### src/rtl/lsu_mem_unit.sv
// Load/store unit: one op at a time, lane-steered bus request, sign/zero-extended load result.
// Latency: accept->out_valid 3 cycles best case (1 for misaligned); result held until out_ready.
module lsu_mem_unit #(
  parameter int ADDR_W  = 32,
  parameter int TIMEOUT = 255,
  parameter int CNT_W   = 8
) (
  input  logic              clock,
  input  logic              reset,
  input  logic              in_valid,
  output logic              in_ready,
  input  logic              in_store,
  input  logic [2:0]        in_funct3,
  input  logic [ADDR_W-1:0] in_addr,
  input  logic [31:0]       in_wdata,
  output logic              out_valid,
  input  logic              out_ready,
  output logic [31:0]       out_data,
  output logic              out_err,
  output logic [1:0]        out_cause,
  output logic              req_valid,
  input  logic              req_ready,
  output logic [ADDR_W-1:0] req_addr,
  output logic [1:0]        req_size,
  output logic              req_wen,
  output logic [31:0]       req_wdata,
  output logic [3:0]        req_wmask,
  input  logic              resp_valid,
  input  logic [31:0]       resp_rdata,
  input  logic              resp_err
);

  typedef enum logic [1:0] {S_IDLE, S_REQ, S_WAIT, S_DONE} state_t;

  localparam logic [1:0] C_NONE = 2'b00;
  localparam logic [1:0] C_MIS  = 2'b01;
  localparam logic [1:0] C_BUS  = 2'b10;
  localparam logic [1:0] C_TMO  = 2'b11;

  state_t              r_state;
  state_t              w_next;
  logic                r_store;
  logic [2:0]          r_funct3;
  logic [ADDR_W-1:0]   r_addr;
  logic [31:0]         r_wdata;
  logic [CNT_W-1:0]    r_cnt;
  logic [31:0]         r_out_data;
  logic                r_out_err;
  logic [1:0]          r_out_cause;

  logic [1:0]          w_in_size;
  logic                w_in_mis;
  logic [1:0]          w_size;
  logic [1:0]          w_off;
  logic [31:0]         w_wdata;
  logic [3:0]          w_wmask;
  logic [31:0]         w_shift;
  logic [31:0]         w_load;
  logic                w_timeout;

  // Illegal funct3 encodings fall into the word bucket.
  function automatic logic [1:0] size_of(input logic [2:0] f3);
    case (f3[1:0])
      2'b00:   size_of = 2'b00;
      2'b01:   size_of = 2'b01;
      default: size_of = 2'b10;
    endcase
  endfunction

  assign w_in_size = size_of(in_funct3);
  assign w_in_mis  = ((w_in_size == 2'b01) && in_addr[0]) ||
                     ((w_in_size == 2'b10) && (in_addr[1:0] != 2'b00));
  assign w_size    = size_of(r_funct3);
  assign w_off     = r_addr[1:0];
  assign w_timeout = (TIMEOUT != 0) && (r_cnt == CNT_W'(TIMEOUT - 1));

  always_comb begin
    w_wdata = r_wdata;
    w_wmask = 4'b1111;
    case (w_size)
      2'b00: begin
        w_wdata = {4{r_wdata[7:0]}};
        w_wmask = 4'b0001 << w_off;
      end
      2'b01: begin
        w_wdata = {2{r_wdata[15:0]}};
        w_wmask = 4'b0011 << w_off;
      end
      default: begin
        w_wdata = r_wdata;
        w_wmask = 4'b1111;
      end
    endcase
  end

  assign w_shift = resp_rdata >> {w_off, 3'b000};

  always_comb begin
    w_load = w_shift;
    case (w_size)
      2'b00:   w_load = r_funct3[2] ? {24'd0, w_shift[7:0]} : {{24{w_shift[7]}}, w_shift[7:0]};
      2'b01:   w_load = r_funct3[2] ? {16'd0, w_shift[15:0]} : {{16{w_shift[15]}}, w_shift[15:0]};
      default: w_load = w_shift;
    endcase
  end

  always_comb begin
    w_next = r_state;
    case (r_state)
      S_IDLE: if (in_valid) w_next = w_in_mis ? S_DONE : S_REQ;
      S_REQ:  if (req_ready) w_next = S_WAIT;
      S_WAIT: if (resp_valid || w_timeout) w_next = S_DONE;
      S_DONE: if (out_ready) w_next = S_IDLE;
      default: w_next = S_IDLE;
    endcase
  end

  always_ff @(posedge clock) begin
    if (reset) begin
      r_state     <= S_IDLE;
      r_store     <= 1'b0;
      r_funct3    <= 3'b000;
      r_addr      <= '0;
      r_wdata     <= 32'd0;
      r_cnt       <= '0;
      r_out_data  <= 32'd0;
      r_out_err   <= 1'b0;
      r_out_cause <= C_NONE;
    end else begin
      r_state <= w_next;
      case (r_state)
        S_IDLE: begin
          if (in_valid) begin
            r_store     <= in_store;
            r_funct3    <= in_funct3;
            r_addr      <= in_addr;
            r_wdata     <= in_wdata;
            r_out_data  <= 32'd0;
            r_out_err   <= w_in_mis;
            r_out_cause <= w_in_mis ? C_MIS : C_NONE;
          end
        end
        S_REQ: begin
          if (req_ready) r_cnt <= '0;
        end
        S_WAIT: begin
          r_cnt <= r_cnt + 1'b1;
          // A response in the timeout cycle still counts as a normal completion.
          if (resp_valid) begin
            r_out_data  <= (resp_err || r_store) ? 32'd0 : w_load;
            r_out_err   <= resp_err;
            r_out_cause <= resp_err ? C_BUS : C_NONE;
          end else if (w_timeout) begin
            r_out_data  <= 32'd0;
            r_out_err   <= 1'b1;
            r_out_cause <= C_TMO;
          end
        end
        default: ;
      endcase
    end
  end

  assign in_ready  = (r_state == S_IDLE);
  assign out_valid = (r_state == S_DONE);
  assign out_data  = r_out_data;
  assign out_err   = r_out_err;
  assign out_cause = r_out_cause;
  assign req_valid = (r_state == S_REQ);
  assign req_addr  = {r_addr[ADDR_W-1:2], 2'b00};
  assign req_size  = w_size;
  assign req_wen   = r_store;
  assign req_wdata = w_wdata;
  assign req_wmask = r_store ? w_wmask : 4'b0000;

endmodule
### config.mk
export PLATFORM = sky130hd
export DESIGN_NAME = lsu_mem_unit
export DESIGN_NICKNAME = d
export VERILOG_FILES = /design/src/rtl/lsu_mem_unit.sv
export SDC_FILE = /design/constraint.sdc
export NUM_CORES = 1
export LEC_CHECK = 0
export CAP_MARGIN = 20
export CORE_MARGIN = 5
export CORE_UTILIZATION = 35
export CTS_BUF_LIST = sky130_fd_sc_hd__clkbuf_8 sky130_fd_sc_hd__clkbuf_16
export DETAILED_ROUTE_END_ITERATION = 12
export PLACE_DENSITY = 0.66
export SETUP_SLACK_MARGIN = 0.5
export SLEW_MARGIN = 20
export SYNTH_ARGS = -nofsm -noshare
export SYNTH_HDL_FRONTEND = slang
export SYNTH_SLANG_ARGS = --single-unit
### constraint.sdc
create_clock -name clock -period 1.86 [get_ports clock]
set_input_delay 0.186 -clock clock [delete_from_list [all_inputs] [get_ports clock]]
set_output_delay 0.186 -clock clock [all_outputs]
set_load 0.05 [all_outputs]
# Yosys cells after proc, flatten, opt, wreduce, memory -nomap -nowiden
# Cells that the tools add are included.
# classes
add_sub_neg,1
shift,3
reduce_logical,16
eq_ne,14
n_mux,31
# op_table
operator,count
two-way mux 32 bit,6
one-hot mux 32 bit (2 select lines),3
right shift 32 x 5 -> 32 bit,1
two-way mux 2 bit,9
one-hot mux 8 bit (2 select lines),1
one-hot mux 2 bit (2 select lines),3
equality test 2 x 1 -> 1 bit (second input constant),5
adder 8 x 1 -> 8 bit (second input constant),1
equality test 8 bit (second input constant),1
logical NOT 2 bit,4
two-way mux 8 bit,1
one-hot mux 2 bit (4 select lines),1
one-hot mux 4 bit (2 select lines),1
equality test 2 bit (second input constant),3
nonzero test 2 bit,3
two-way mux 1 bit,4
two-way mux 4 bit,1
!= test 2 x 1 -> 1 bit (second input constant),2
!= test 2 bit (second input constant),2
AND reduction 2 bit,2
AND reduction 4 bit,1
left shift 1 x 2 -> 4 bit (first input constant),1
left shift 2 x 2 -> 4 bit (first input constant),1
logical OR 1 bit,3
4 further kinds,5
# totals
input_bits,107
regBits,113

# Longest topological paths before layout
# Gate-level depths: netlist (run 1).
# depth
word_depth,8
mapped_depth,8

# Least setup slack after synthesis (run 1)
# No wires, ideal clock.
# synth_path
kind,reg2out
from,register r_funct3[0]
to,output port req_wdata[24]
path_stages_with_launch,5
arrival_ns,1.855
path_slack_ns,-0.181
path_buffers,2
cell_sequence,dfxtp_1 -> buf_2 -> buf_2 -> mux2i_1 -> o21ai_0
# synth_via
elab_chain_len,4
# synth_lines
item,line_no,text
start: declaration,43,logic [2:0] r_funct3;
start signal: assignment,135,r_funct3 <= in_funct3;
equality test 2 x 1 -> 1 bit or logical NOT 2 bit (tied branches),63,case (f3[1:0])
one-hot mux 2 bit (2 select lines) (*),63,
equality test 2 x 1 -> 1 bit or logical NOT 2 bit (tied branches),80,case (w_size)
one-hot mux 32 bit (2 select lines) (*),80,
end: declaration,26,"output logic [31:0] req_wdata,"
# Every way passes the cells marked *; elsewhere a longest branch is shown, timed or not.

# Worst setup path in the final report (run 1)
# layout_path
from,register r_funct3[0]
to,output port req_wdata[13]
# Same word-level chain as after synthesis.

==> results of run 1 <==
[cell usage in the layout, fill, tap and decap left out, types with 5 or more instances in the layout]
| master | n |
|---|---|
| sky130_fd_sc_hd__clkbuf_16 | 29 |
| sky130_fd_sc_hd__nand2_1 | 87 |
| sky130_fd_sc_hd__mux2i_1 | 22 |
| sky130_fd_sc_hd__o21ai_4 | 9 |
| sky130_fd_sc_hd__clkdlybuf4s15_2 | 47 |
| sky130_fd_sc_hd__buf_8 | 14 |
| sky130_fd_sc_hd__o2bb2ai_2 | 7 |
| sky130_fd_sc_hd__dfxtp_2 | 10 |
| sky130_fd_sc_hd__a21oi_2 | 74 |
| sky130_fd_sc_hd__o21ai_0 | 8 |
| sky130_fd_sc_hd__nor2_1 | 8 |
| sky130_fd_sc_hd__a21oi_1 | 7 |
| sky130_fd_sc_hd__buf_2 | 18 |
| sky130_fd_sc_hd__a21oi_4 | 7 |
| sky130_fd_sc_hd__dfxtp_4 | 7 |
| sky130_fd_sc_hd__dfxtp_1 | 96 |
| sky130_fd_sc_hd__clkdlybuf4s50_1 | 105 |
| sky130_fd_sc_hd__buf_16 | 14 |
| sky130_fd_sc_hd__buf_12 | 39 |
| sky130_fd_sc_hd__buf_6 | 20 |
| sky130_fd_sc_hd__clkbuf_8 | 5 |
| sky130_fd_sc_hd__mux2i_4 | 7 |
| sky130_fd_sc_hd__inv_1 | 6 |
| sky130_fd_sc_hd__buf_4 | 37 |
| sky130_fd_sc_hd__mux2_4 | 10 |
| sky130_fd_sc_hd__nand2_4 | 93 |
| sky130_fd_sc_hd__a32o_1 | 23 |
| sky130_fd_sc_hd__o2bb2ai_1 | 8 |
| sky130_fd_sc_hd__nand2_2 | 24 |
[layout make-up]
| class | count | area (um^2) |
|---|---|---|
| Sequential cell | 113 | 2301 |
| Fill cell | 1053 | 4315 |
| Multi-Input combinational cell | 470 | 4345 |
| Clock inverter | 6 | 55.05 |
| Clock buffer | 23 | 519.2 |
| Timing Repair Buffer | 308 | 3875 |
| Tap cell | 216 | 270.3 |
| Inverter | 7 | 31.28 |
[metal layers]
layer,vias up,global-route usage [%]
li1,2779,-
met1,2905,28.29
met2,247,38.30
met3,47,8.290
met4,4,8.119
met5,-,0
[where the power goes]
part           leakage, uW  internal [uW]  total (uW)  switching [uW]
combinational      0.00333           4470        9550            5070
clock             0.000291           2050        3170            1120
sequential        0.000930           2810        3270             463
total              0.00455           9330       16000            6650
[worst reg2reg max path: stages (launching register included)]
cell,delay (ps)
sky130_fd_sc_hd__dfxtp_4,370
sky130_fd_sc_hd__buf_6,110
sky130_fd_sc_hd__mux4_2,520
sky130_fd_sc_hd__nor3b_4,180
sky130_fd_sc_hd__buf_6,170
sky130_fd_sc_hd__a21oi_4,120
sky130_fd_sc_hd__o2bb2ai_2,70
[registers in the layout, summed over array words and instances, names as in the netlist]
signal and count:
out_cause 2, out_err 1, r_addr 32, out_data 32, r_wdata 32, r_funct3 3, r_state 2, r_cnt 8
req_wen 1
[kinds of logic after synthesis]
family / Yosys count / share of synthesized area (%)
adder cells (fa/ha/maj): 6 / 1.355
AND/OR/NAND/NOR: 252 / 19.11
AO/OA/AOI/OAI: 161 / 18.81
buffers and inverters: 98 / 10.57
XOR/XNOR: 6 / 0.9485
other: 1 / 0.06769
multiplexers: 43 / 8.311
flip-flops: 113 / 40.83
[metrics by stage]
stage	setup slack (ps)	cells	instance area, um^2	total power [uW]
6_report	145.8	1143	11400	15980
5_1_grt	98.71	1143	11400	16560
4_1_cts	154.8	1121	10140	13940
3_5_place_dp	11.07	1046	8080	8447
3_3_place_gp	34.35	1046	8080	8413
2_1_floorplan	236.9	681	5843	6852
[worst min path at each step]
stage	from	endpoint	slack [ps]	depth (start not counted)
floorplan	in_wdata[16]	r_wdata[16]	320	2
global placement	r_addr[9]	r_addr[9]	440	2
detailed placement	r_wdata[23]	r_wdata[23]	440	2
CTS	reset	r_funct3[1]	160	2
global route	reset	r_funct3[1]	210	2
finish	reset	r_funct3[0]	200	2
[repair_timing]
item,CTS,global route
resized for setup,427,286
endpoints found under the setup margin,179,167
pin swaps,69,139
hold endpoints to repair,0,0
hold buffers,0,0
setup buffers,32,11
gates cloned,14,11
==> summary.md, run 1 <==
| Metric | Value |
|---|---|
| Series of cell instances along the critical path | `nor2_2 > buf_4 > nand2_1 > nand2_4 > buf_12` |
| Maximum number of pins on one net before global-route repair | `36` |
| Maximum clock frequency | `583.4 MHz` |
| Reported leakage power | `0.004553 uW` |
| Total routed wire length on the met1 layer | `9756 um` |
| Num ports | `216` |
| Worst setup path endpoint | `req_wdata[13]` |
| Count of final max-slew check failures | `0` |
| FFs w/ async S/R, synth | `0%` |
| Number of diodes added for antenna fixing | `0` |
| Proportion of synthesized chip area in sequential cells | `40.83%` |
| Vias post-DR | `5,982` |
| Yosys synthesis warning count | `0` |
| Sum Neg Setup Slack | `0 ps` |
| Initial antenna violation count | `2` |
| Reg2reg start | `r_addr[1]` |
| Detailed-routing iteration count for the pre-antenna-repair pass | `5` |
| Data required time of the critical path | `1670 ps` |
| Class of the tightest hold or removal check | `in -> reg` |
| RD Place Congestion | `0.7989` |
| Nets@finish | `1,030` |
| Most common cell in the synthesized netlist | `sky130_fd_sc_hd__nand2_1` |
| Delay contributed by the slowest stage of the critical path | `380 ps` |
| CTS tree | `yes` |
| Drt first-iter violations | `361` |
| Detailed Place HPWL | `12,960 um` |
| Area of the die | `18,450 um^2` |
| Via density per instance | `5.234` |
| Area growth from synthesis to layout | `105.7%` |
| R2r worst-path depth | `6` |
| Hold slack | `199.4 ps` |
| Number of setup violations in the final report | `0` |
| Routed Antenna Nets | `0` |
| Library cell contributing the largest single delay on the critical path | `sky130_fd_sc_hd__dfxtp_4` |
| Maximum count of clock buffers along a single path | `2` |
| Worst Path Class, Setup | `reg -> out` |
| Global-route usage over all layers | `23.29%` |
| # Max-Cap Violations | `0` |
| Routed length on met2 | `12,230 um` |
| Initial cell density of the core | `35.26%` |
| Register clock-pin slew on the reported worst setup and hold paths | `50 ps` |
| Post-synth EDFFs | `0` |
| Slack of the worst reg-to-reg path | `220 ps` |
| Element type at the critical path end | `primary output` |
| Met3 wire len | `2032 um` |
| Routed wire length per instance | `21.60 um` |
| TritonCTS sink count | `113` |
| Die X | `135.8 um` |
| Final Hold Violating Endpoints | `0` |
| Area fraction of the dominant cell type after synthesis | `40.83%` |
| Via count of the first global-routing pass | `5,799` |
| Area leader, netlist | `sky130_fd_sc_hd__dfxtp_1` |
| Maximum fanout along the worst path | `6` |
| Core ar. | `15,710 um^2` |
| Clock tree root driver cell | `sky130_fd_sc_hd__clkbuf_16` |
| Buf+Inv Stages, Crit Path | `2` |
| H-tree depth reported by CTS | `4` |
| Port Buf Inserts | `213` |
| CP startpoint kind | `flip-flop` |
| Mean cell area of the mapped netlist | `8.148 um^2` |
| Chip height | `135.8 um` |
| WL final | `24,690 um` |
| Clock latency on the worst-skew pair | `420 ps` |
| Top sig layer | `met5` |
| Top cell family by delay on the critical path | `simple AND/OR/NAND/NOR gates` |
| Final Core Density | `72.54%` |
| Global-route wire length before repair | `32,980 um` |
| Worst Max-Slew Pin Slew | `609.9 ps` |
| Highest ir drop seen on vdd | `956.9 uV` |
| Flip-flop and latch count after synthesis | `113` |
| Share of the clock period used by the worst path | `92.16%` |
| Signal arrival time at the worst endpoint | `1530 ps` |
| Setup repair after global routing missed its margin | `true` |
| Post-synthesis instance total | `680` |
| Dominant cells by area after synthesis | `sky130_fd_sc_hd__dfxtp_1, sky130_fd_sc_hd__nand2_1, sky130_fd_sc_hd__a21oi_1` |
| Worst clock skew on the final layout | `9.374 ps` |
| Slew margin rel. | `59.34%` |
| Total power divided by cell area | `1403 nW/um^2` |
| Most instantiated cells after synthesis | `sky130_fd_sc_hd__nand2_1, sky130_fd_sc_hd__dfxtp_1, sky130_fd_sc_hd__a21oi_1` |
| Combined area of all synthesized cells | `5540 um^2` |
| Start point of the critical path | `r_funct3[0]` |
| Drc violations | `0` |
| Global route overflow | `0` |
| Share of post-route cells with drive strength above 1 | `56.85%` |
| Outcome | `finished, final reports clean` |
| WP depth | `5` |
| Leading register cell type out of synthesis | `sky130_fd_sc_hd__dfxtp_1` |
| Terminus of the critical flop-to-flop path | `out_data[10]` |
| Count of unique library cells instantiated by Yosys | `48` |
| Core Rows | `46` |
| CTS buffer count | `17` |
| Final critical delay including setup and external delays | `1714 ps` |
Power figures use the tool's default switching activity.
==> run 2, diff against run 1 <==
Settings changed: CTS_CLUSTER_DIAMETER set to 50.
==> results of run 2 <==
No change in the layout: final DEF, timing and power equal those of run 1.
